<file path="src/rtl/uart_pkg.sv">
// rtl/uart_pkg.sv - shared UART types, constants and prescaler divisor helper
package uart_pkg;

    localparam int UART_DATA_BITS = 8;

    typedef enum logic [2:0] {
        IDLE,
        START,
        DATA,
        STOP,
        BREAK
    } rx_state_e;

    // Rounded clock cycles per oversample tick, never below one.
    function automatic int calc_div(input int clk_hz, input int baud, input int oversample);
        longint d;
        longint q;
        d = longint'(baud) * longint'(oversample);
        q = (longint'(clk_hz) + d / 2) / d;
        if (q < 1) begin
            q = 1;
        end
        return int'(q);
    endfunction

endpackage

</file>
<file path="src/rtl/uart_baud_tick.sv">
// rtl/uart_baud_tick.sv - prescaler emitting a one-cycle tick every DIV cycles
module uart_baud_tick #(
    parameter int DIV = 1
) (
    input  logic sys_clk,
    input  logic reset_n,
    input  logic restart,
    output logic tick
);

    localparam int CW = (DIV > 1) ? $clog2(DIV) : 1;
    localparam logic [CW-1:0] LAST = CW'(DIV - 1);

    logic [CW-1:0] cnt;

    always_ff @(posedge sys_clk or negedge reset_n) begin
        if (!reset_n) begin
            cnt <= '0;
        end else if (restart || cnt == LAST) begin
            cnt <= '0;
        end else begin
            cnt <= cnt + 1'b1;
        end
    end

    // Held phase restart suppresses ticks, so the first tick lands DIV cycles after release.
    assign tick = (cnt == LAST) && !restart;

endmodule

</file>
<file path="src/rtl/uart_rx.sv">
// rtl/uart_rx.sv - oversampling 8N1 receiver with valid/ready holding register
module uart_rx
    import uart_pkg::*;
#(
    parameter int CLK_HZ     = 54_000_000,
    parameter int BAUD       = 115_200,
    parameter int OVERSAMPLE = 16
) (
    input  logic       sys_clk,
    input  logic       reset_n,
    input  logic       rxd,
    output logic [7:0] rx_data,
    output logic       rx_valid,
    input  logic       rx_ready,
    output logic       frame_err,
    output logic       overrun,
    output logic       busy
);

    localparam int DIV = calc_div(CLK_HZ, BAUD, OVERSAMPLE);
    localparam int TW  = $clog2(OVERSAMPLE);
    localparam logic [TW-1:0] T_S0   = TW'(OVERSAMPLE / 2 - 1);
    localparam logic [TW-1:0] T_S1   = TW'(OVERSAMPLE / 2);
    localparam logic [TW-1:0] T_S2   = TW'(OVERSAMPLE / 2 + 1);
    localparam logic [TW-1:0] T_LAST = TW'(OVERSAMPLE - 1);

    rx_state_e                  state;
    logic                       sync1, rxs, rxs_d;
    logic                       tick, decide, maj;
    logic [TW-1:0]              tick_cnt, tick_nxt;
    logic [2:0]                 bit_idx;
    logic [1:0]                 samp;
    logic [UART_DATA_BITS-1:0]  shift;

    always_ff @(posedge sys_clk or negedge reset_n) begin
        if (!reset_n) begin
            sync1 <= 1'b1;
            rxs   <= 1'b1;
            rxs_d <= 1'b1;
        end else begin
            sync1 <= rxd;
            rxs   <= sync1;
            rxs_d <= rxs;
        end
    end

    uart_baud_tick #(.DIV(DIV)) u_tick (
        .sys_clk (sys_clk),
        .reset_n (reset_n),
        .restart (state == IDLE),
        .tick    (tick)
    );

    assign tick_nxt = (tick_cnt == T_LAST) ? '0 : tick_cnt + 1'b1;
    assign decide   = tick && (tick_cnt == T_S2);
    assign maj      = (samp[0] & samp[1]) | (samp[0] & rxs) | (samp[1] & rxs);
    assign busy     = (state != IDLE);

    always_ff @(posedge sys_clk or negedge reset_n) begin
        if (!reset_n) begin
            state     <= IDLE;
            tick_cnt  <= '0;
            bit_idx   <= '0;
            samp      <= '0;
            shift     <= '0;
            rx_data   <= 8'h00;
            rx_valid  <= 1'b0;
            frame_err <= 1'b0;
            overrun   <= 1'b0;
        end else begin
            frame_err <= 1'b0;
            overrun   <= 1'b0;
            if (rx_valid && rx_ready) begin
                rx_valid <= 1'b0;
            end
            if (tick && tick_cnt == T_S0) samp[0] <= rxs;
            if (tick && tick_cnt == T_S1) samp[1] <= rxs;

            case (state)
                IDLE: begin
                    tick_cnt <= '0;
                    if (rxs_d && !rxs) state <= START;
                end
                START: if (tick) begin
                    tick_cnt <= tick_nxt;
                    if (decide && maj) begin
                        state <= IDLE;
                    end else if (tick_cnt == T_LAST) begin
                        state   <= DATA;
                        bit_idx <= '0;
                    end
                end
                DATA: if (tick) begin
                    tick_cnt <= tick_nxt;
                    if (decide) shift <= {maj, shift[UART_DATA_BITS-1:1]};
                    if (tick_cnt == T_LAST) begin
                        if (bit_idx == 3'(UART_DATA_BITS - 1)) state <= STOP;
                        else bit_idx <= bit_idx + 1'b1;
                    end
                end
                STOP: if (tick) begin
                    tick_cnt <= tick_nxt;
                    if (decide) begin
                        if (maj) begin
                            state <= IDLE;
                            // A same-cycle handshake frees the register for the new byte.
                            if (!rx_valid || rx_ready) begin
                                rx_data  <= shift;
                                rx_valid <= 1'b1;
                            end else begin
                                overrun <= 1'b1;
                            end
                        end else begin
                            frame_err <= 1'b1;
                            state     <= BREAK;
                            tick_cnt  <= '0;
                        end
                    end
                end
                BREAK: begin
                    if (!rxs) begin
                        tick_cnt <= '0;
                    end else if (tick) begin
                        tick_cnt <= tick_nxt;
                        if (tick_cnt == T_LAST) state <= IDLE;
                    end
                end
                default: state <= IDLE;
            endcase
        end
    end

endmodule

</file>
<file path="config.mk">
export PLATFORM = sky130hd
export DESIGN_NAME = uart_rx
export DESIGN_NICKNAME = d
export VERILOG_FILES = /design/src/rtl/uart_pkg.sv /design/src/rtl/uart_baud_tick.sv /design/src/rtl/uart_rx.sv
export SDC_FILE = /design/constraint.sdc
export NUM_CORES = 1
export LEC_CHECK = 0
export CAP_MARGIN = 10
export CORE_ASPECT_RATIO = 0.5
export CORE_MARGIN = 8
export CORE_UTILIZATION = 51
export CTS_CLUSTER_SIZE = 24
export DETAILED_ROUTE_END_ITERATION = 10
export PLACE_DENSITY_LB_ADDON = 0.3
export SLEW_MARGIN = 20
export SYNTH_ARGS = -nofsm -noshare
export SYNTH_HDL_FRONTEND = slang
export SYNTH_SLANG_ARGS = --single-unit
</file>
<file path="constraint.sdc">
create_clock -name sys_clk -period 1.81 [get_ports sys_clk]
set_input_delay 0.362 -clock sys_clk [delete_from_list [all_inputs] [get_ports sys_clk]]
set_output_delay 0.362 -clock sys_clk [all_outputs]
set_load 0.03 [all_outputs]
</file>
== After elaboration in Yosys (flattened, before gate mapping) ==
Index checks and enable logic that the tools add are counted.

* Reduce and logical (&&, ||, !) cells: 22
* Multiplexer cells: 43
* Eq/ne operators: 24
* Add/sub/neg operators: 3
* Divide/modulo/power cells: 0
* Shift operators: 0
* $lt $le $gt $ge: 0
* $mul: 0
* Bitwise operators: 5

{| class="wikitable"
|+ Operators with widths
! kind !! count
|-
| 3-bit two-way mux || 18
|-
| 2-bit != test, second input constant || 13
|-
| 4-bit two-way mux || 6
|-
| 4-bit case mux with 4 select lines || 1
|-
| 1-bit two-way mux || 15
|-
| 3-bit case mux with 5 select lines || 1
|-
| 4-bit equality test, second input constant || 3
|-
| 11-bit AND reduction || 1
|-
| 1-bit logical AND || 7
|-
| 7-bit AND reduction || 1
|-
| 3-bit by 2-bit equality test with 1-bit output, second input constant || 2
|-
| 3-bit equality test, second input constant || 2
|-
| 3-bit case mux with 2 select lines || 1
|-
| 5-bit by 1-bit adder with 5-bit output, second input constant || 1
|-
| 5-bit equality test, second input constant || 1
|-
| 5-bit two-way mux || 1
|-
| 5-bit AND reduction || 1
|-
| 4-bit by 1-bit adder with 4-bit output, second input constant || 1
|-
| 4-bit by 3-bit equality test with 1-bit output, second input constant || 1
|-
| 4-bit nonzero test || 1
|-
| 3-bit by 1-bit adder with 3-bit output, second input constant || 1
|-
| 1-bit bitwise AND || 3
|-
| 3-bit by 1-bit equality test with 1-bit output, second input constant || 1
|-
| 1-bit zero test || 3
|-
| other kinds (9) || 11
|}

* Word-level logic and storage cells: 111
* Bits in latches: 0
* Memories kept: 0
* Bits in read-only memories: 0
* Output and inout port bits: 12
* Bits in registers: 39
* Bits in writable memories: 0
* Input port bits: 4

== Longest topological paths before layout ==
* Depth after elaboration: 8
* Depth in mapped cells: 8
* Mapped depth without buffers: 7

== By module ==
Synthesis repeated with hierarchy kept, for this count alone.

* Cells, all modules: 159
* Area total of the unflattened synthesis: 1875.5 um^2

{| class="wikitable"
|+ Modules (own cells, without submodules)
! module !! times used !! sequential area each (um^2) !! area each (um^2) !! cells an instance
|-
| uart_rx || 1 || 854.6 || 1630.3 || 135
|-
| uart_baud_tick || 1 || 125.1 || 245.2 || 24
|}

== Worst setup path after synthesis ==
Ideal clock, no wire load.

* Path type: reg-to-reg
* Start point: register u_tick.cnt[0]
* End point: register rx_data[0]
* Setup slack: -0.028 ns
* Cell stages (with the launch flop): 9
* Period minus slack after synthesis: 1.838 ns
* Required time: 1.685 ns
* Library setup time: 0.125 ns
* Arrival: 1.713 ns
* Buffers on the path: 1
* Cell sequence: dfrtp_1 > inv_1 > ha_1 > nand4_4 > nor2_8 > nand4_4 > nor2b_2 > buf_6 > mux2_2

* Cells in the longest elaborated chain, start to end: 4

{| class="wikitable"
|+ RTL lines
! what !! line !! RTL
|-
| start, declared || uart_baud_tick.sv:14 || <nowiki>logic [CW-1:0] cnt;</nowiki>
|-
| start signal, assigned || uart_baud_tick.sv:22 || <nowiki>cnt <= cnt + 1'b1;</nowiki>
|-
| 5-bit equality test * || uart_baud_tick.sv:27 || <nowiki>assign tick = (cnt == LAST) && !restart;</nowiki>
|-
| 1-bit logical AND * || uart_baud_tick.sv:27 ||
|-
| 1-bit logical AND || uart_rx.sv:55 || <nowiki>assign decide = tick && (tick_cnt == T_S2);</nowiki>
|-
| 5-bit AND reduction (no line) * || -- ||
|-
| end signal, assigned || uart_rx.sv:108 || <nowiki>rx_data <= shift;</nowiki>
|-
| end, declared || uart_rx.sv:12 || <nowiki>output logic [7:0] rx_data,</nowiki>
|}

Every way passes the cells marked *; elsewhere a longest branch is shown, timed or not.
A chain may end at the register's enable or synchronous reset.

== Worst setup path after layout ==
* Start point: register rxs
* End point: register rx_data[5]

* Cells in the longest elaborated chain, start to end: 4
* Elaborated cells between the ends (all ways): 5
* Those cells by class: bitwise (4); reduce/logical (1)

{| class="wikitable"
|+ RTL lines
! what !! line !! RTL
|-
| start, declared || uart_rx.sv:28 || <nowiki>logic sync1, rxs, rxs_d;</nowiki>
|-
| start signal, assigned || uart_rx.sv:42 || <nowiki>rxs <= sync1;</nowiki>
|-
| 1-bit bitwise AND || uart_rx.sv:56 || <nowiki>assign maj = (samp[0] & samp[1]) | (samp[0] & rxs) | (samp[1] & rxs);</nowiki>
|-
| 1-bit bitwise OR || uart_rx.sv:56 ||
|-
| 1-bit bitwise OR * || uart_rx.sv:56 ||
|-
| 5-bit AND reduction (no line) * || -- ||
|}

Marked as above.

==> impl_metrics.env <==
export IMPL_crit_arrival_ps=2000
export IMPL_synth_distinct_cells=41
export IMPL_htreeDepth=2
export IMPL_synth_async_sr_flop_share=1.00
export IMPL_antenna_found_initial=0
export IMPL_cp_required_ps=1990
export IMPL_violations="setup timing"
export IMPL_synth_common_cells="dfrtp_1 (36), mux2_2 (20), nand2_1 (14)"
export IMPL_yosys_most_used_dff="dfrtp_1"
export IMPL_tightest_slew_ps=488
export IMPL_max_freq_ghz=0.549
export IMPL_crit_fanout=8
export IMPL_p_leak_nw=1.21
export IMPL_drt_iter0_drc=75
export IMPL_synth_area_per_cell_um2=11.5
export IMPL_num_antenna_cells=0
export IMPL_clkLatencyLatePin_ps=300
export IMPL_clock_sinks=39
export IMPL_drive_gt1_frac=0.373
export IMPL_fin_total_pwr_mw=2.23
export IMPL_clockRootBuffer="clkbuf_8"
export IMPL_slew_headroom=0.675
export IMPL_yosys_area_top_type="dfrtp_1"
export IMPL_p_per_area_nw_per_um2=881
export IMPL_hp_class="primary input to async pin"
export IMPL_slew_viol_final=0
export IMPL_path_clk_slew_ps=70
export IMPL_finalWorstSetupSlack_ps=-11.2
export IMPL_io_pins=16
export IMPL_start_util=0.516
export IMPL_path_class="flip-flop to flip-flop"
export IMPL_synth_seq_cells=39
export IMPL_io_buffer_count=15
export IMPL_cts_hold_fix_buffers=0
export IMPL_synth_edff_count=0
export IMPL_grt_max_degree=40
export IMPL_final_setup_viol_count=7
export IMPL_dp_worst_setup_slack_ps=-49.3
export IMPL_gr_total_overflow=0
export IMPL_grt_pass1_wl_um=6580
export IMPL_wl_per_cell_um=16.1
export IMPL_fin_crit_ps=1820
export IMPL_synth_seq_area_share=0.502
export IMPL_synth_top_area_frac=0.462
export IMPL_maxCapViolations=0
export IMPL_hpwl_um=2960
export IMPL_row_count=16
export IMPL_setup_tns_ps=-26.1
export IMPL_die_h_um=59.7
export IMPL_yosys_cell_count_top_type="dfrtp_1"
export IMPL_synth_nets=181
export IMPL_cp_start_kind="flip-flop"
export IMPL_cts_tree="built"
export IMPL_nFillCells=259
export IMPL_nets=222
export IMPL_syn_cell_area_um2=1950
export IMPL_track_usage=0.142
export IMPL_rsz0062_at_grt="yes"
export IMPL_status="complete, but fails checks"
export IMPL_dieArea_um2=6180
export IMPL_finClkSkew_ps=7.48
export IMPL_hold_viol_final=0
export IMPL_vias_per_cell=5.40
export IMPL_period_share=1.01
export IMPL_clockBufferDepth=2
export IMPL_syn2layout_area_growth_pct=29.6
export IMPL_yosysWarnings=0
export IMPL_dieWidth_um=103
export IMPL_critPathCaptureType="flip-flop"
export IMPL_drc=0
export IMPL_syn_inst=170
export IMPL_firstDrtPassIters=4
export IMPL_totalWireLength_um=4280
export IMPL_gp_congestion=0.900
export IMPL_vias=1436
export IMPL_grt_pass1_vias=1388
export IMPL_core_area_um2=3780
export IMPL_ir_drop_uv=667
export IMPL_ant_nets=0
export IMPL_numCtsBuffers=5
export IMPL_synth_area_top_cells="dfrtp_1 (46%), mux2_2 (12%), ha_1 (4.5%), dfstp_2 (4.0%), nand2_1 (2.7%)"
[placed cells by master (no fill, tap or decap), drive strengths merged]
master | synthesis | routed
o211ai | 1 | 1
nor2b | 2 | 2
a2111o | 1 | 1
o2bb2ai | 1 | 1
a22o | 5 | 5
nand2 | 14 | 14
a31oi | 2 | 2
dfstp | 3 | 3
nand4 | 2 | 2
a221oi | 1 | 1
a222oi | 1 | 1
and4 | 1 | 1
or3 | 1 | 1
nand3 | 4 | 4
a21oi | 9 | 9
nand3b | 1 | 1
nand2b | 2 | 2
mux2 | 20 | 20
clkdlybuf4s50 | 0 | 13
inv | 8 | 8
nor2 | 13 | 13
xnor2 | 2 | 2
o21ai | 7 | 7
xor2 | 2 | 2
nor3 | 5 | 5
and3 | 3 | 3
clkbuf | 1 | 6
dfrtp | 36 | 36
maj3 | 1 | 1
a22oi | 1 | 1
mux2i | 1 | 1
buf | 6 | 28
o311ai | 1 | 1
ha | 7 | 7
bufinv | 0 | 1
clkinv | 0 | 1
nor4 | 2 | 2
nand4b | 2 | 2
and3b | 1 | 1
[area by class of cell]
| cell class | count | area (um^2) | area share |
|---|---|---|---|
| inverter | 8 | 30.0 | 0.0119 |
| multi-input combinational | 116 | 980 | 0.387 |
| timing repair buffer | 41 | 354 | 0.140 |
| sequential | 39 | 980 | 0.387 |
| clock inverter | 2 | 35.0 | 0.0139 |
| clock buffer | 6 | 82.6 | 0.0327 |
| tap | 54 | 67.6 | 0.0267 |
[path summary, 6_finish.rpt]
kind,from,end,slack (ps),depth (start not counted)
max reg2reg,rxs,rx_data[5],-10,5
min reg2reg,sync1,rxs,360,0
max in group asynchronous,reset_n,rxs_d,1350,2
min,reset_n,tick_cnt[0],110,2
min in group sys_clk,sync1,rxs,360,0
max,rxs,rx_data[5],-10,5
[power breakdown]
part           switching [mW]  internal, mW
Sequential             0.0902         0.958
Combinational           0.208         0.217
Clock                   0.308         0.446
Total                   0.606          1.62
[worst max-delay path, cell delays in order (launching register included)]
cell     delay [ps]
dfstp_2         620
maj3_2          350
nand4_4         120
nor2b_2         140
buf_6           170
mux2_4          310
[state kept, by name, indices dropped and copies added (netlist names), 2 cells and up]
register    flops
rx_data         8
shift           8
u_tick.cnt      5
tick_cnt        4
bit_idx         3
state           3
samp            2
[stage by stage]
step	hold slack, ps	cells	cell area (um^2)	util
final	107	266	2530	0.668
after global routing	147	266	2530	0.668
after CTS	116	265	2440	0.646
after detailed placement	348	254	2290	0.606
after global placement	348	254	2290	0.606
after floorplan	66.4	170	1950	-
[routing by layer]
metal | up-vias | GRT usage | share of wire
met5 | - | 0 | 0
met4 | 0 | 0.0611 | 0.015
met3 | 8 | 0.0453 | 0.076
met2 | 42 | 0.207 | 0.43
met1 | 692 | 0.189 | 0.48
li1 | 694 | - | -
[logic make-up (layout without fill, tap and decap cells)]
group	Yosys count	count (layout)	synth area share
buf+inv	15	57	0.0385
compound gates	30	30	0.106
xor+xnor	4	4	0.0180
fa+ha+maj	8	8	0.0506
flops	39	39	0.502
mux	21	21	0.121
simple gates	53	53	0.164
[timing repair]
action                                  CTS  global route
setup buffers                             3             1
pin swaps                                 1             4
cloned                                    0             0
endpoints found under the hold margin     0             0
endpoints found under the setup margin   11            26
gates resized for setup                   3            20
Note: power is estimated with default switching activity, not from simulation.
